$ cat src/rtl/deadlock_proc_monitor.sv
// deadlock_proc_monitor: per-process stall filter, deadlock candidate
// flag and token forwarder feeding the deadlock report unit.
//
// Ports:
//   dl_clock, dl_reset   clock, synchronous active-high reset
//   proc_blocked         raw stall of the monitored process
//   proc_dep_vec         processes this one waits on (bit MY_ID ignored)
//   dep_blocked_vec      blocked_out of every monitor
//   blocked_out          filtered stall flag
//   dl_detect_in         report unit phase: 0 detect, 1 report
//   origin               report unit origin pulse, one bit per process
//   token_in             token addressed to this process
//   token_clear          report unit cycle-complete pulse
//   token_out_vec        one-hot token to the next hop
//   dl_detect_out        candidate / trace bit to the report unit
module deadlock_proc_monitor #(
  parameter int PROC_NUM     = 4,
  parameter int MY_ID        = 0,
  parameter int BLOCK_THRESH = 16
) (
  input  logic                dl_clock,
  input  logic                dl_reset,
  input  logic                proc_blocked,
  input  logic [PROC_NUM-1:0] proc_dep_vec,
  input  logic [PROC_NUM-1:0] dep_blocked_vec,
  output logic                blocked_out,
  input  logic                dl_detect_in,
  input  logic [PROC_NUM-1:0] origin,
  input  logic                token_in,
  input  logic                token_clear,
  output logic [PROC_NUM-1:0] token_out_vec,
  output logic                dl_detect_out
);

  localparam logic [15:0] THRESH = 16'(BLOCK_THRESH);
  localparam logic [PROC_NUM-1:0] SELF =
    PROC_NUM'(1) << MY_ID;

  typedef enum logic [2:0] {
    ST_IDLE,
    ST_CAND,
    ST_SEND,
    ST_HOLD,
    ST_PASSED
  } state_t;

  state_t              state_q;
  state_t              state_d;
  logic [15:0]         stall_cnt;
  logic                is_origin;
  logic                orig_d;
  logic                det_d;
  logic [PROC_NUM-1:0] tok_d;
  logic [PROC_NUM-1:0] dep;
  logic [PROC_NUM-1:0] hop;
  logic                cand;
  logic                my_origin;
  logic                origin_unused;

  // Only our own origin bit matters.
  assign my_origin     = origin[MY_ID];
  assign origin_unused = ^(origin & ~SELF);

  // Saturating stall filter; any unblocked cycle restarts it.
  always_ff @(posedge dl_clock) begin
    if (dl_reset) begin
      stall_cnt <= '0;
    end else if (!proc_blocked) begin
      stall_cnt <= '0;
    end else if (stall_cnt != THRESH) begin
      stall_cnt <= stall_cnt + 16'd1;
    end
  end

  assign blocked_out = (stall_cnt == THRESH);

  // A self-dependence cannot close a cycle through us.
  assign dep  = proc_dep_vec & ~SELF;
  assign cand = blocked_out && (|dep) &&
                ~|(dep & ~dep_blocked_vec);

  // Lowest-index dependency is the next hop.
  always_comb begin
    hop = '0;
    for (int i = PROC_NUM - 1; i >= 0; i--) begin
      if (dep[i]) begin
        hop = PROC_NUM'(1) << i;
      end
    end
  end

  always_ff @(posedge dl_clock) begin
    if (dl_reset) begin
      state_q       <= ST_IDLE;
      is_origin     <= 1'b0;
      dl_detect_out <= 1'b0;
      token_out_vec <= '0;
    end else begin
      state_q       <= state_d;
      is_origin     <= orig_d;
      dl_detect_out <= det_d;
      token_out_vec <= tok_d;
    end
  end

  // Outputs are computed for the state being entered so that
  // every pulse appears exactly one cycle after its cause.
  always_comb begin
    state_d = state_q;
    orig_d  = is_origin;
    det_d   = 1'b0;
    tok_d   = '0;
    if (!dl_detect_in) begin
      state_d = cand ? ST_CAND : ST_IDLE;
      orig_d  = 1'b0;
      det_d   = cand;
    end else if (token_clear) begin
      state_d = cand ? ST_CAND : ST_IDLE;
      orig_d  = 1'b0;
    end else if (my_origin &&
                 (state_q == ST_CAND ||
                  state_q == ST_PASSED)) begin
      state_d = ST_SEND;
      orig_d  = 1'b1;
      tok_d   = hop;
    end else if (token_in &&
                 state_q != ST_SEND &&
                 state_q != ST_HOLD) begin
      // The origin swallows its returning token.
      state_d = ST_HOLD;
      det_d   = 1'b1;
      tok_d   = is_origin ? '0 : hop;
    end else begin
      unique case (state_q)
        ST_IDLE: begin
          if (cand) begin
            state_d = ST_CAND;
          end
        end
        ST_SEND,
        ST_HOLD: begin
          state_d = ST_PASSED;
        end
        default: begin
          state_d = state_q;
        end
      endcase
    end
  end

endmodule

$ cat config.mk
export PLATFORM = sky130hd
export DESIGN_NAME = deadlock_proc_monitor
export DESIGN_NICKNAME = d
export VERILOG_FILES = /design/src/rtl/deadlock_proc_monitor.sv
export SDC_FILE = /design/constraint.sdc
export NUM_CORES = 1
export LEC_CHECK = 0
export ABC_AREA = 1
export ABC_CLOCK_PERIOD_IN_PS = 1600
export CORE_ASPECT_RATIO = 0.7
export CORE_MARGIN = 1.5
export CORE_UTILIZATION = 45
export DETAILED_ROUTE_END_ITERATION = 10
export GPL_TIMING_DRIVEN = 0
export PLACE_DENSITY = 0.76
export SETUP_SLACK_MARGIN = 0.4
export SYNTH_ARGS = -nofsm -noshare
export SYNTH_HDL_FRONTEND = slang
export SYNTH_SLANG_ARGS = --single-unit
$ cat constraint.sdc
create_clock -name dl_clock -period 1.6 [get_ports dl_clock]
set_clock_uncertainty 0.2 [all_clocks]
set_input_delay 0.32 -clock dl_clock [delete_from_list [all_inputs] [get_ports dl_clock]]
set_output_delay 0.32 -clock dl_clock [all_outputs]
set_load 0.01 [all_outputs]
==> results.md, run 1 <==
- Status: complete, but fails checks
- Violated checks: setup timing
- Die area: between 2000 and 3000 µm²
- Worst-path fanout max: 5
- WP data arrival: 1.79 ns
- FF-to-FF Start: stall_cnt[1]$_SDFFE_PP0N_
- Final setup viols: 16
- Die width: 64.6 µm
- Crit Path Class: flop to flop
- CP most frequent cell: buf_6
- Row count: 15
- CP top delay family: simple AND/OR/NAND/NOR gates
- # fillers: 120
- Asr flop ratio synth: 0%
- Largest net degree at the start of global routing: 14
- Post-layout power: 0.00118 W
- Via count: roughly 1,600
- WL final: around 5500 µm
- Number of nets in the layout: 254
- 1st-iter DRT viols: 178
- Number of flops mapped to enable cells by yosys: 0
- Commonest cells post-synth: inv_1 (28), nand2_1 (27), dfxtp_1 (24)
- Hold Path Class: input pin to flop
- Post-synth top area share: roughly two fifths
- Port bufs: 17
- Worst setup endpoint: stall_cnt[15]$_SDFFE_PP0N_
- Core area: 2500 µm²
- Crit path from: stall_cnt[1]$_SDFFE_PP0N_
- Post-route setup slack: -0.220 ns
- Cell Pwr Density: 556 nW/µm²
- Worst setup SP type: flop
- Antenna violations before repair: 0
- DR pass1 iterations: 7
- Final hold vios: 0
- Vias per inst: 5.86
- Final Cycle Share: 114%
- Cells on worst reg2reg path: 9
- Core Util, Final: 85.2%
- Clock transition at path regs: 0.09 ns
- Vias in the first global route: 1,347
- H-tree depth: 1
- Mean area per synthesized cell: about 7.1 µm²
- Buffer and inverter count on the worst path: 3
- YS warnings: 0
- Maximum clock frequency: 550 MHz
- Initial Util: 47.9%
- Ranking of synthesized cells by area: dfxtp_1 (40%), inv_1 (8.8%), nand2_1 (8.5%)
- R2R Setup Slk: -0.22 ns
- Die Height: ~46 µm
- Final slew viol count: 0
- # DRC: 0
- First-pass GRT wire length: 6280 µm
- Flops & latches, synth: 24
- Crit path depth: 9
- Primary FF master, synth: dfxtp_1
- RR Endpoint: stall_cnt[15]$_SDFFE_PP0N_
- Final min period: 1.82 ns
- Clock root buffer: clkbuf_8
- CP Cell Sequence: buf_4, buf_6, buf_6, nand3_4, nor2_4, nand4_1, nor2_2, a21oi_1, o21a_1
- Gpl congestion: 0.798
- Largest stage delay on the critical path: 0.36 ns
- Worst skew pair latency: 0.27 ns
- Cts bufs inserted: 3
- Share of cells above drive strength 1: 61.4%
- Post-synthesis sequential area ratio: between 40% and 50%
- Most common cell in the netlist: inv_1
- CP Capture Type: flop
- I/O pin count: 24
- CP max stage cell: dfxtp_2
- Peak supply drop: 0.376 mV
- P_leak: 0.898 nW
- # diodes: 0
- Global-route usage over all layers: 29.0%
- Clock sink count: 24
- Synth Instances: about 170
- Synth Net Count: about 190
- Longest Clk Path Bufs: 2
- Post-synth top area cell: dfxtp_1
- Post-Syn Area: 1200 µm²
- Max-cap violations: 0
- Routed len/inst: 20.6 µm
- Library cells used by synthesis: 25
- Dpl hpwl: roughly 2000 µm
- RSZ-0062 raised after global routing: true
- Synth-to-layout area growth: 77.8%
- WP data required: 1.57 ns
- Aggregate global routing overflow: 0
- TritonCTS clock tree: built
- Post-route ant nets: 0
## logic make-up (layout without fill, tap and decap cells)
group / count (synthesis) / in the layout / synth area share [%]
AO/OA/AOI/OAI: 37 / 37 / 16.7
XOR/XNOR: 1 / 1 / 0.732
other: 1 / 1 / 0.314
adder cells (fa/ha/maj): 2 / 2 / 2.09
AND/OR/NAND/NOR: 72 / 72 / 29.6
flip-flops: 24 / 24 / 40.2
buffers and inverters: 32 / 96 / 10.4
## report_power, final
part           total (W)  switching (W)  internal [W]  leakage (nW)
registers       0.000605     0.00000689      0.000598         0.203
logic           0.000196       0.000108     0.0000879         0.673
clock network   0.000382       0.000203      0.000179        0.0228
total            0.00118       0.000318      0.000864         0.898
## flip-flops by register name, indices dropped and copies added, names as in the netlist
signal	count
stall_cnt	16
state_q	3
token_out_vec	3
dl_detect_out	1
is_origin	1
## per-stage QoR
stage	hold WS [ns]	setup TNS, ns	area, µm²	std cells	worst slack (ns)
after floorplan	0.189	0	1260	169	0.225
after CTS	0.228	-0.297	1920	256	-0.111
after global routing	0.194	-2.84	2130	267	-0.309
final	0.198	-2.16	2130	267	-0.220
after global placement	0.251	-4.37	1470	220	-0.344
after detailed placement	0.255	-5.76	1470	220	-0.409
## cell usage in the layout, fill, tap and decap left out, types with 3 or more instances in the layout
cell	netlist	routed
nand2_4	0	4
o21ai_1	2	5
nor2_2	6	5
nor2_4	2	14
buf_6	0	19
inv_2	3	13
clkbuf_8	0	3
inv_1	28	18
a21oi_2	0	7
clkdlybuf4s50_1	0	5
nor2_1	17	6
dfxtp_2	0	11
o21ai_2	1	8
dfxtp_1	24	9
nand2_2	5	14
a21oi_1	19	12
buf_4	1	28
dfxtp_4	0	4
nand4_1	3	3
nand3_2	2	5
dlygate4sd2_1	0	6
nand2_1	27	14
## what timing repair did
| action | 4_1_cts | 5_1_grt |
|---|---|---|
| endpoints found under the setup margin | 29 | 29 |
| resized for setup | 91 | 39 |
| endpoints found under the hold margin | 0 | 0 |
| hold buffers | 0 | 0 |
| buffers inserted | 32 | 11 |
| pin swaps | 20 | 22 |
## how the worst min path moves through the flow
stage | from | to | slack (ns) | cells after the start
final | proc_dep_vec[3] | token_out_vec[3]$_SDFF_PP0_ | 0.20 | 3
after global routing | proc_dep_vec[3] | token_out_vec[3]$_SDFF_PP0_ | 0.19 | 3
after CTS | proc_dep_vec[1] | token_out_vec[3]$_SDFF_PP0_ | 0.23 | 2
after detailed placement | stall_cnt[5]$_SDFFE_PP0N_ | stall_cnt[5]$_SDFFE_PP0N_ | 0.26 | 1
after global placement | is_origin$_SDFFE_PP0P_ | is_origin$_SDFFE_PP0P_ | 0.25 | 2
after floorplan | dl_reset | dl_detect_out$_SDFF_PP0_ | 0.19 | 1
## cell type report
type,instances,area [µm²],share of cell area (%)
inverters,31,116,5.47
multi-input cells,113,865,40.6
flip-flops and latches,24,509,23.9
repair buffers,60,542,25.5
clock buffers,4,45.0,2.12
well taps,34,42.5,2.00
plain buffers,1,7.51,0.353
## per-layer routing
layer	GRT usage [%]	share of wire (%)	vias to the layer above
met1	33.1	36	730
met5	0	0	-
met2	54.2	48	117
met4	12.8	7.2	0
met3	5.87	8.3	51
li1	-	-	667
## worst register-to-register path: cells and delay by family (launching register included)
family / cells / cell delay [ns]
simple gates: 4 / 0.64
flops: 1 / 0.36
buf+inv: 3 / 0.33
compound gates: 2 / 0.19
Note: power is estimated with default switching activity, not from simulation.
==> run 2: changes to the inputs <==
--- a/config.mk
+++ b/config.mk
@@ -10,9 +10,11 @@
 export CORE_ASPECT_RATIO = 0.7
 export CORE_MARGIN = 1.5
 export CORE_UTILIZATION = 45
+export CTS_CLUSTER_SIZE = 40
 export DETAILED_ROUTE_END_ITERATION = 10
 export GPL_TIMING_DRIVEN = 0
 export PLACE_DENSITY = 0.76
+export REMOVE_ABC_BUFFERS = 1
 export SETUP_SLACK_MARGIN = 0.4
 export SYNTH_ARGS = -nofsm -noshare
 export SYNTH_HDL_FRONTEND = slang
==> constraint.sdc (replaced) <==
create_clock -name dl_clock -period 1.6 [get_ports dl_clock]
set_clock_uncertainty 0.2 [all_clocks]
set_input_delay 0.32 -clock dl_clock [delete_from_list [all_inputs] [get_ports dl_clock]]
set_output_delay 0.32 -clock dl_clock [all_outputs]
set_load 0.1 [all_outputs]
==> results.md, run 2 (same netlist as run 1, synthesis figures left out) <==
- Cells on worst reg2reg path: 11 (+2)
- H-tree depth: 1 (unchanged)
- Routed len/inst: 18.4 µm (-11%)
- First-pass GRT wire length: 5440 µm (-13%)
- Antenna violations before repair: 0 (unchanged)
- Row count: 15 (unchanged)
- 1st-iter DRT viols: 153 (-14%)
- Register Area: 509 µm² (unchanged)
- Crit path depth: 6 (-3)
- Largest reg by FF count: stall_cnt
- FF-to-FF Start: stall_cnt[11]$_SDFFE_PP0N_
- WL final: 4560 µm (-17%)
- Die Height: 46.1 µm (unchanged)
- CP max stage cell: dfxtp_4
- Clock transition at path regs: 0.09 ns (about the same)
- Status: complete, but fails checks
- DR pass1 iterations: 4 (-3)
- Die area: 2980 µm² (unchanged)
- Min Hold Slack: 0.106 ns (-0.0916 ns)
- Longest Clk Path Bufs: 2 (unchanged)
- CP most frequent cell: nor2_4
- Gpl congestion: 0.793 (-0.59%)
- Final hold vios: 0 (unchanged)
- Final Cycle Share: 118% (+4.3 points)
- Port bufs: 17 (unchanged)
- Hold Path Class: input pin to flop
- Most frequent cells in the layout: nand2_1 (19), inv_1 (18), nor2_4 (15), buf_4 (15), inv_2 (13)
- Clock sink count: 24 (unchanged)
- # DRC: 0 (unchanged)
- WP data arrival: 1.37 ns (-0.42 ns)
- Most common library cell in the layout ignoring fill and taps: nand2_1
- RR Endpoint: state_q[0]$_SDFFE_PP0P_
- Worst setup SP type: flop
- R2R Setup Slk: -0.20 ns (+0.02 ns)
- Peak supply drop: 0.715 mV (+90%)
- Clock root buffer: clkbuf_8
- Aggregate global routing overflow: 0 (unchanged)
- CP top delay family: simple AND/OR/NAND/NOR gates
- Pre-CTS setup slack: -1.03 ns (-0.616 ns)
- Largest registers: stall_cnt (16), state_q (3), token_out_vec (3)
- Worst skew pair latency: 0.28 ns (about the same)
- TritonCTS clock tree: built
- Largest stage delay on the critical path: 0.37 ns (about the same)
- Crit path from: stall_cnt[11]$_SDFFE_PP0N_
- CP Capture Type: output pin
- Initial Util: 47.9% (unchanged)
- P_leak: 0.851 nW (-5.3%)
- Area of the multi-input gates: 850 µm² (-1.7%)
- Buffer and inverter count on the worst path: 2 (-1)
- Synth-to-layout area growth: 69.5%
- Max-cap violations: 0 (unchanged)
- Core area: 2500 µm² (unchanged)
- # diodes: 0 (unchanged)
- Violated checks: setup timing
- CP Cell Sequence: nor2_4, nand3_2, nor2_4, nand2_2, inv_2, buf_12
- I/O pin count: 24 (unchanged)
- Cell Pwr Density: 662 nW/µm² (+19%)
- Share of cells above drive strength 1: 53.3% (-8.1 points)
- Global-route usage over all layers: 25.3% (-3.7 points)
- # fillers: 135 (+13%)
- Worst-path fanout max: 4 (-1)
- RSZ-0062 raised after global routing: true
- Largest net degree at the start of global routing: 15 (+1)
- Worst setup endpoint: blocked_out
- Dpl hpwl: 1920 µm (-2.7%)
- Die width: 64.6 µm (unchanged)
- Vias per inst: 5.71 (-2.6%)
- Final slew viol count: 0 (unchanged)
- Post-route setup slack: -0.288 ns (-0.0685 ns)
- Post-route ant nets: 0 (unchanged)
- WP data required: 1.08 ns (-0.49 ns)
- Maximum clock frequency: 530 MHz (-3.6%)
- Vias in the first global route: 1,203 (-11%)
- Final setup viols: 9 (-7)
- Max reg flops: 16 (unchanged)
- Cts bufs inserted: 3 (unchanged)
- Final min period: 1.89 ns (+0.0685 ns)
- Via count: 1,416 (-9.5%)
- Crit Path Class: flop to output pin
- Number of nets in the layout: 235 (-7.5%)
-- run 2: changes by cell type in the layout (fill, tap and decap cells not counted), moves of 4 or more --
cell	before	now
buf_4	28	15
buf_6	19	9
buf_12	0	5
nand2_1	14	19
nand2_2	14	9
nor2_2	5	1
-- run 2: worst min-delay path by stage --
stage	slack (ns)	cells past startpoint	to	startpoint
floorplan	0.19	1	dl_detect_out$_SDFF_PP0_	dl_reset
global placement	0.25	2	is_origin$_SDFFE_PP0P_	is_origin$_SDFFE_PP0P_
detailed placement	0.29	1	stall_cnt[0]$_SDFFE_PP0N_	stall_cnt[0]$_SDFFE_PP0N_
CTS	0.20	2	token_out_vec[3]$_SDFF_PP0_	proc_dep_vec[1]
global route	0.12	3	token_out_vec[3]$_SDFF_PP0_	proc_dep_vec[3]
finish	0.11	3	token_out_vec[3]$_SDFF_PP0_	proc_dep_vec[3]
-- run 2: report_power, final --
| group | total (W) | switching, W | internal, W |
|---|---|---|---|
| clock | 0.000544 | 0.000209 | 0.000335 |
| combinational | 0.000194 | 0.000113 | 0.0000807 |
| sequential | 0.000604 | 0.00000795 | 0.000596 |
| total | 0.00134 | 0.000330 | 0.00101 |
-- run 2: layer usage --
| layer | GRT usage (%) | up-vias | wire length, µm | share of wire [%] |
|---|---|---|---|---|
| met5 | 0 | - | 0 | 0 |
| met4 | 11.1 | 0 | 210 | 4.6 |
| met3 | 7.33 | 26 | 385 | 8.4 |
| met2 | 45.2 | 96 | 2260 | 49 |
| met1 | 29.2 | 665 | 1710 | 37 |
| li1 | - | 629 | - | - |
-- run 2: repair_timing --
| action | CTS | global route |
|---|---|---|
| hold buffers | 0 | 0 |
| resized for setup | 121 | 38 |
| endpoints found under the setup margin | 29 | 28 |
| setup buffers | 12 | 12 |
| gates cloned | 1 | 0 |
| pin swaps | 22 | 26 |
-- run 2: tightest hold or removal path: cells and delay by family --
kind,cells,cell delay (ns)
buf+inv,2,0.20
simple gates,1,0.04
-- run 2: stage by stage --
step / instance area [µm²] / setup TNS, ns / total power, W / instances / utilization (%)
floorplan: 1190 / -0.703 / 0.000692 / 168 / -
global placement: 1400 / -7.39 / 0.000738 / 219 / 56.1
detailed placement: 1400 / -8.08 / 0.000741 / 219 / 56.1
CTS: 1800 / -0.318 / 0.00130 / 236 / 72.0
global route: 2030 / -1.55 / 0.00138 / 248 / 81.2
finish: 2030 / -0.919 / 0.00134 / 248 / 81.2
-- run 2: final cells by class --
type	instances	area share (%)
clock buffer	3	2.04
clock inverter	1	1.48
inverter	31	5.74
multi-input combinational	113	41.9
sequential	24	25.1
tap	34	2.10
timing repair buffer	42	21.6
==> run 3: changes to the inputs <==
--- a/config.mk
+++ b/config.mk
@@ -6,16 +6,18 @@
 export NUM_CORES = 1
 export LEC_CHECK = 0
 export ABC_AREA = 1
-export ABC_CLOCK_PERIOD_IN_PS = 1600
+export ABC_CLOCK_PERIOD_IN_PS = 2150
 export CORE_ASPECT_RATIO = 0.7
 export CORE_MARGIN = 1.5
-export CORE_UTILIZATION = 45
+export CORE_UTILIZATION = 50
 export CTS_CLUSTER_SIZE = 40
 export DETAILED_ROUTE_END_ITERATION = 10
 export GPL_TIMING_DRIVEN = 0
-export PLACE_DENSITY = 0.76
+export MAX_ROUTING_LAYER = met4
+export PLACE_DENSITY = 0.8
 export REMOVE_ABC_BUFFERS = 1
 export SETUP_SLACK_MARGIN = 0.4
+export SLEW_MARGIN = 20
 export SYNTH_ARGS = -nofsm -noshare
 export SYNTH_HDL_FRONTEND = slang
 export SYNTH_SLANG_ARGS = --single-unit
==> constraint.sdc (replaced) <==
create_clock -name dl_clock -period 2.15 [get_ports dl_clock]
set_clock_uncertainty 0.2 [all_clocks]
set_input_delay 0.43 -clock dl_clock [delete_from_list [all_inputs] [get_ports dl_clock]]
set_output_delay 0.43 -clock dl_clock [all_outputs]
set_load 0.1 [all_outputs]
==> results.md, run 3 (same netlist as run 1, synthesis figures left out) <==
- Status: complete, no violations
- Register Area: 490 µm² (-3.7%)
- Met3 Track Usage GR: 6.57% (-0.77 points)
- P_leak: 0.681 nW (-20%)
- Global-route usage over all layers: 21.6% (-3.7 points)
- WP data required: 1.52 ns (+0.44 ns)
- Most frequent cells in the layout: inv_1 (25), nand2_1 (24), a21oi_1 (18), dfxtp_1 (18)
- Worst setup SP type: flop
- Worst-path fanout max: 2 (-2)
- Area of the multi-input gates: 659 µm² (-22%)
- TritonCTS clock tree: built
- Final min period: 2.05 ns
- Post-route setup slack: 0.0976 ns (+0.386 ns)
- Hold Buf Count CTS: 0 (unchanged)
- Flop pwr share: 59.7% (+15 points)
- Die Height: 43.9 µm (-4.8%)
- DR pass1 iterations: 4 (unchanged)
- Cts bufs inserted: 3 (unchanged)
- Port bufs: 17 (unchanged)
- Final hold vios: 0 (unchanged)
- # diodes: 0 (unchanged)
- Routed len/inst: 12.4 µm (-33%)
- Hold Path Class: input pin to flop
- DP Area: 1400 µm² (-0.18%)
- WP data arrival: 1.42 ns (+0.05 ns)
- Clock sink count: 24 (unchanged)
- Cell Pwr Density: 475 nW/µm² (-28%)
- Dpl hpwl: 1830 µm (-4.6%)
- Peak supply drop: 0.426 mV (-40%)
- Final slew viol count: 0 (unchanged)
- Largest net degree at the start of global routing: 13 (-2)
- Die width: 61.5 µm (-4.9%)
- Comb pwr share: 15.2% (+0.8 points)
- # DRC: 0 (unchanged)
- Final setup viols: 0 (-9)
- Largest reg by FF count: stall_cnt
- Initial Util: 54.2% (+6.3 points)
- Largest registers: stall_cnt (16), state_q (3), token_out_vec (3)
- Gpl congestion: 0.796 (+0.34%)
- Via count: 1,193 (-16%)
- Vias per inst: 5.12 (-10%)
- H-tree depth: 1 (unchanged)
- CP Capture Type: output pin
- Busiest grt layer: met2
- Core area: 2210 µm² (-12%)
- Max-cap violations: 0 (unchanged)
- Sw Pwr: 0.000195 W (-41%)
- Maximum clock frequency: 487 MHz
- Pre-CTS setup slack: -0.591 ns (+0.434 ns)
- Switching Fraction: 25.7% (+1.1 points)
- Post-route ant nets: 0 (unchanged)
- WL final: 2880 µm (-37%)
- Synth-to-layout area growth: 33.3%
- Number of nets in the layout: 223 (-5.1%)
- Aggregate global routing overflow: 0 (unchanged)
- 1st-iter DRT viols: 59 (-61%)
- Design area: 1590 µm² (-21%)
- Die area: 2700 µm² (-9.5%)
- Clock transition at path regs: 0.12 ns (+0.03 ns)
- # fillers: 171 (+27%)
- Most common library cell in the layout ignoring fill and taps: inv_1
- Worst skew pair latency: 0.31 ns (+0.03 ns)
- Clock root buffer: clkbuf_4
- Vias in the first global route: 997 (-17%)
- First-pass GRT wire length: 4130 µm (-24%)
- Final Cycle Share: around 95%
- Internal power: 0.000563 W (-44%)
- Crit Path Class: flop to output pin
- I/O pin count: 24 (unchanged)
- Row count: 14 (-1)
- Share of cells above drive strength 1: 30.8% (-22 points)
- Clock power frac: 25.1% (-16 points)
- Longest Clk Path Bufs: 2 (unchanged)
- Antenna violations before repair: 0 (unchanged)
- R2R Setup Slk: 0.44 ns (+0.64 ns)
- RSZ-0062 raised after global routing: true
- Grt met1 use: 29.6% (+0.40 points)
- GR Layer Usage met2: 30.4% (-15 points)
- Max reg flops: 16 (unchanged)
[run 3: layout make-up]
type | count | share of cell area [%]
Clock buffer | 3 | 1.41
Inverter | 31 | 7.30
Multi-Input combinational cell | 113 | 41.4
Timing Repair Buffer | 30 | 16.6
Tap cell | 32 | 2.51
Sequential cell | 24 | 30.8
[run 3: critical path, stage by stage, from the launching register on]
cell     delay (ns)
dfxtp_2        0.35
inv_2          0.08
ha_4           0.14
nand2_2        0.06
nor2_4         0.14
nand2_2        0.09
inv_2          0.08
buf_12         0.17
[run 3: power groups by stage]
stage | logic, W | registers, W | clock network [W]
after detailed placement | 0.0000889 | 0.000463 | 0
final | 0.000115 | 0.000452 | 0.000190
after floorplan | 0.0000440 | 0.000471 | 0
after CTS | 0.0000968 | 0.000452 | 0.000194
after global routing | 0.000126 | 0.000453 | 0.000220
after global placement | 0.0000871 | 0.000463 | 0
[run 3: path summary, 6_finish.rpt]
| kind | startpoint | cells after the start | end |
|---|---|---|---|
| max | stall_cnt[0]$_SDFFE_PP0N_ | 7 | blocked_out |
| min reg2reg | is_origin$_SDFFE_PP0P_ | 2 | is_origin$_SDFFE_PP0P_ |
| max reg2reg | stall_cnt[0]$_SDFFE_PP0N_ | 12 | state_q[0]$_SDFFE_PP0P_ |
| min | proc_dep_vec[2] | 2 | token_out_vec[3]$_SDFF_PP0_ |
[run 3: routing by layer]
layer	vias up	share of wire [%]
met4	0	1.1
met1	530	45
li1	609	-
met5	-	0
met3	7	6.7
met2	47	47
[run 3: what timing repair did]
item,in CTS,in global routing
setup endpoints to repair,7,8
resized for setup,40,19
setup buffers,6,7
pin swaps,5,9
[run 3: stage by stage]
stage	cells	total power (W)	TNS [ns]	hold slack (ns)	util [%]
2_1_floorplan	168	0.000515	0	0.241	-
3_3_place_gp	217	0.000550	-0.546	0.252	63.4
3_5_place_dp	217	0.000552	-0.591	0.255	63.4
4_1_cts	226	0.000743	0	0.274	67.0
5_1_grt	233	0.000799	0	0.163	72.2
6_report	233	0.000758	0	0.167	72.2
